===== src/rtl/fifo_pkg.sv =====
// rtl/fifo_pkg.sv - shared FIFO constants and Gray/binary conversion helpers
package fifo_pkg;

    localparam int ASIZE_DEFAULT = 4;
    localparam int PTRW          = ASIZE_DEFAULT + 1;
    localparam int MAXW          = 32;

    typedef logic [MAXW-1:0] word_t;

    // Width-agnostic: callers zero-extend into word_t and truncate the result.
    function automatic word_t bin2gray(input word_t b);
        return b ^ (b >> 1);
    endfunction

    function automatic word_t gray2bin(input word_t g);
        word_t b;
        b = g;
        for (int i = 1; i < MAXW; i++) begin
            b = b ^ (g >> i);
        end
        return b;
    endfunction

endpackage


===== src/rtl/sync_r2w.sv =====
// rtl/sync_r2w.sv - two-flop pointer synchronizer into the local clock domain
module sync_r2w #(
    parameter int W = 5
) (
    input  logic         clk,
    input  logic         rst_n,
    input  logic [W-1:0] d,
    output logic [W-1:0] q
);

    logic [W-1:0] q1;

    always_ff @(posedge clk) begin
        if (!rst_n) begin
            q1 <= '0;
            q  <= '0;
        end else begin
            q1 <= d;
            q  <= q1;
        end
    end

endmodule


===== src/rtl/wptr_full_ctrl.sv =====
// rtl/wptr_full_ctrl.sv - write pointer, full/almost-full, level and overflow for the async FIFO
module wptr_full_ctrl
    import fifo_pkg::*;
#(
    parameter int ASIZE        = ASIZE_DEFAULT,
    parameter int AFULL_THRESH = 12
) (
    input  logic             wclk,
    input  logic             wrst_n,
    input  logic             winc,
    input  logic [ASIZE:0]   rptr,
    input  logic             wovf_clr,
    output logic [ASIZE-1:0] waddr,
    output logic [ASIZE:0]   wptr,
    output logic             wfull,
    output logic             walmost_full,
    output logic [ASIZE:0]   wlevel,
    output logic             woverflow
);

    localparam int PW = ASIZE + 1;
    localparam logic [PW-1:0] AFULL_LVL = PW'(AFULL_THRESH);

    logic [PW-1:0] wbin;
    logic [PW-1:0] wq2_rptr;
    logic [PW-1:0] wbinnext;
    logic [PW-1:0] wgraynext;
    logic [PW-1:0] rbin_s;
    logic [PW-1:0] wlevel_next;
    logic          accepted;
    logic          wfull_next;
    word_t         gray_w;
    word_t         rbin_w;

    sync_r2w #(.W(PW)) u_sync_r2w (
        .clk   (wclk),
        .rst_n (wrst_n),
        .d     (rptr),
        .q     (wq2_rptr)
    );

    always_comb begin
        accepted    = winc && !wfull;
        wbinnext    = wbin + PW'(accepted);
        gray_w      = bin2gray(word_t'(wbinnext));
        wgraynext   = gray_w[PW-1:0];
        rbin_w      = gray2bin(word_t'(wq2_rptr));
        rbin_s      = rbin_w[PW-1:0];
        // Levels are computed against the synchronized (stale) read pointer, so they only overestimate.
        wlevel_next = wbinnext - rbin_s;
        wfull_next  = (wgraynext == {~wq2_rptr[PW-1:PW-2], wq2_rptr[PW-3:0]});
    end

    always_ff @(posedge wclk) begin
        if (!wrst_n) begin
            wbin         <= '0;
            wptr         <= '0;
            wfull        <= 1'b0;
            walmost_full <= 1'b0;
            wlevel       <= '0;
            woverflow    <= 1'b0;
        end else begin
            wbin         <= wbinnext;
            wptr         <= wgraynext;
            wfull        <= wfull_next;
            walmost_full <= (wlevel_next >= AFULL_LVL);
            wlevel       <= wlevel_next;
            if (winc && wfull) begin
                woverflow <= 1'b1;
            end else if (wovf_clr) begin
                woverflow <= 1'b0;
            end
        end
    end

    assign waddr = wbin[ASIZE-1:0];

endmodule


===== config.mk =====
export PLATFORM = sky130hd
export DESIGN_NAME = wptr_full_ctrl
export DESIGN_NICKNAME = d
export VERILOG_FILES = /design/src/rtl/fifo_pkg.sv /design/src/rtl/sync_r2w.sv /design/src/rtl/wptr_full_ctrl.sv
export SDC_FILE = /design/constraint.sdc
export NUM_CORES = 1
export LEC_CHECK = 0
export BUFFER_PORTS_ARGS = -buffer_cell sky130_fd_sc_hd__clkbuf_2
export CORE_ASPECT_RATIO = 1.4
export CORE_MARGIN = 2
export CORE_UTILIZATION = 50
export CTS_BUF_LIST = sky130_fd_sc_hd__clkbuf_8 sky130_fd_sc_hd__clkbuf_16
export CTS_CLUSTER_DIAMETER = 200
export DETAILED_ROUTE_END_ITERATION = 8
export MAX_ROUTING_LAYER = met4
export PLACE_DENSITY_LB_ADDON = 0.3
export SLEW_MARGIN = 20
export SYNTH_ARGS = -nofsm -noshare
export SYNTH_HDL_FRONTEND = slang
export SYNTH_SLANG_ARGS = --single-unit
export TNS_END_PERCENT = 1

===== constraint.sdc =====
create_clock -name wclk -period 3.3 [get_ports wclk]
set_input_delay 0.165 -clock wclk [delete_from_list [all_inputs] [get_ports wclk]]
set_output_delay 0.165 -clock wclk [all_outputs]
set_load 0.01 [all_outputs]

==> out/qor.yml <==
yosys_warnings: 0
drive_gt1_frac: 0.2558
placed_area_um2: 1259
synthCells: 102
rr_worst_depth: 11
htreeDepth: 1
min_to: "u_sync_r2w.q1[3]$_SDFF_PN0_"
crit_family: "XOR/XNOR gates"
dieArea_um2: 2626
rows: 20
hold_viol_final: 0
clkPwrFrac: 0.256
viasPerCell: 4.801
end_kind: "register"
worst_slew_pin_slew_ns: 0.4435
setup.worst_path.start_class: "register"
num_vias: 725
ys_types: 22
cts_buffers: 3
internal_power_uw: 515.4
insertion_delay_ns: 0.27
finalClockSkew_ns: 0.003863
power.share.switching: 0.2550
core_um2: 2152
hp-class: "in -> reg"
synth-seq-cells: 27
grt_pass1_wl_um: 2725
grt_max_degree: 28
maxSlewViolCount: 0
required_ns: 3.47
critPathBufInv: 1
cp_slowest_stage_delay_ns: 0.40
clock_path_buffers: 2
ctsHoldBuffers: 0
antennaDiodeCount: 0
hold_depth: 2
routed_wirelength_um: 1646
cts_setup_buffers: 0
cts_root_buffer: "clkbuf_8"
dp_hpwl_um: 1260
rsz0062_at_grt: "false"
peakVddDrop_mv: 0.2988
first_global_vias: 661
finish.utilization: 0.6058
arrival_ns: 2.61
power_density_nw_per_um2: 530.7
tns_ns: 0
p_comb_frac: 0.218
cts_tree: "yes"
final-setup-viol-count: 0
antenna_left: 0
ctsResizeCount: 0
cp_max_fo: 3
grt_usage: 0.1510
path_cells: "xnor2_2, xor2_1, xor2_1, xnor2_1, ha_1, fa_1, inv_1, a21o_1, a21oi_1, xnor2_1, a22o_1"
rrSetupSlack_ns: 0.86
finalPower_uw: 691.9
synth_area_um2: 1114
place.gp.congestion: 0.7398
dr.pass1.iters: 4
die_h_um: 59.84
cts_sinks: 27
fin_crit_ns: 2.437
power_frac_seq: 0.526
syn-num-nets: 118
path_class: "reg -> reg"
reg2reg_from: "u_sync_r2w.q[3]$_SDFF_PN0_"
fin_area_um2: 1304
holdCritStartpoint: "rptr[3]"
grt_overflow: 0
crit_slowest_cell: "fa_1"
outcome: "finished clean"
port_buffers: 25
nets: 146
timing.rr.end: "walmost_full$_SDFF_PN0_"
max_freq_mhz: 410.3
min_period_over_period: 0.7386
power_leakage_uw: 0.0006230
net-switching-power_uw: 176.4
yosysSeqAreaShare: 0.4854
areaGrowthSynthToFinish_pct: 17.08
die-width_um: 43.89
relSlewSlack: 0.7041
start_util: 0.5174
boundaryPins: 26
drc: 0
maxCapViolations: 0
drt_iter0_markers: 11
avgSynthCellArea_um2: 10.92
antenna_found_initial: 0
post_drt_wl_per_cell_um: 10.90
clkSlewWorstSetupHoldPaths_ns: 0.08
state kept, by name (all words and copies together) (netlist names):
signal and flops:
walmost_full 1, wfull 1, u_sync_r2w.q 5, woverflow 1, u_sync_r2w.q1 5, wlevel 5, wptr 4, wbin 5
stage by stage:
stage          worst slack (ns)  hold WS (ns)  instances
3_3_place_gp             0.9369        0.3709        147
6_report                 0.8626       0.09944        151
3_5_place_dp             0.8865        0.3782        147
5_1_grt                  0.6559       0.09598        151
2_1_floorplan             1.003        0.2905        102
4_1_cts                  0.8487       0.09922        151
cells by family (layout without fill, tap and decap cells):
family / after synthesis / count (layout) / share of synthesized area
AO/OA/AOI/OAI: 6 / 6 / 0.03708
XOR/XNOR: 20 / 20 / 0.1775
adder cells (fa/ha/maj): 7 / 7 / 0.08539
buffers and inverters: 8 / 35 / 0.02697
flip-flops: 27 / 27 / 0.4854
multiplexers: 1 / 1 / 0.008989
AND/OR/NAND/NOR: 33 / 33 / 0.1786
placed cells by master (no fill, tap or decap), drive strengths merged:
master	synthesis	layout
a21boi	1	1
a21o	2	2
a21oi	2	2
a22o	1	1
and2	22	22
clkbuf	2	28
dfxtp	27	27
fa	1	1
ha	6	6
inv	6	7
mux2i	1	1
nand2	1	1
nand2b	1	1
nand3	3	3
nor2	1	1
nor2b	4	4
nor3	1	1
xnor2	11	11
xor2	9	9
final cells by class:
cell class,instances,area [um^2]
fillers,189,848.3
repair buffers,25,125.1
multi-input cells,67,543.0
inverters,6,22.52
clock buffers,3,41.29
clock inverters,1,3.754
flip-flops and latches,27,540.5
well taps,22,27.53
synth_stat cells:
library cell / count / share of area
nand2b_1: 1 / 0.0056
nor2_1: 1 / 0.0034
xnor2_1: 10 / 0.079
nand3_1: 3 / 0.013
a21o_1: 2 / 0.013
xor2_1: 7 / 0.055
nand2_1: 1 / 0.0034
a21oi_1: 2 / 0.0090
nor3_1: 1 / 0.0045
and2_1: 20 / 0.11
xnor2_2: 1 / 0.015
clkbuf_1: 2 / 0.0067
ha_1: 6 / 0.067
a22o_1: 1 / 0.0079
and2_2: 2 / 0.013
xor2_2: 2 / 0.029
nor2b_1: 4 / 0.022
a21boi_0: 1 / 0.0067
inv_1: 6 / 0.020
mux2i_1: 1 / 0.0090
dfxtp_1: 27 / 0.49
fa_1: 1 / 0.018
worst max-delay path by stage:
stage | start | endpoint | slack (ns) | depth (start not counted)
6_report | u_sync_r2w.q[3]$_SDFF_PN0_ | walmost_full$_SDFF_PN0_ | 0.86 | 11
3_5_place_dp | u_sync_r2w.q[3]$_SDFF_PN0_ | walmost_full$_SDFF_PN0_ | 0.89 | 11
2_1_floorplan | u_sync_r2w.q[3]$_SDFF_PN0_ | walmost_full$_SDFF_PN0_ | 1.00 | 11
4_1_cts | u_sync_r2w.q[4]$_SDFF_PN0_ | walmost_full$_SDFF_PN0_ | 0.85 | 11
3_3_place_gp | u_sync_r2w.q[3]$_SDFF_PN0_ | walmost_full$_SDFF_PN0_ | 0.94 | 11
5_1_grt | u_sync_r2w.q[3]$_SDFF_PN0_ | walmost_full$_SDFF_PN0_ | 0.66 | 11
layer usage:
metal | wire (um) | GRT usage | up-vias
met5 | 0 | - | -
met4 | 63 | 0.1169 | 0
met3 | 69 | 0.02719 | 7
met2 | 866 | 0.2689 | 22
met1 | 646 | 0.1371 | 323
li1 | - | - | 373
power groups by stage:
stage          Sequential [uW]  Clock (uW)  Combinational (uW)
2_1_floorplan              385           0                95.8
3_3_place_gp               372           0                 148
3_5_place_dp               372           0                 151
4_1_cts                    365         183                 153
5_1_grt                    368         194                 169
6_report                   364         177                 151
Power figures use the tool's default switching activity.
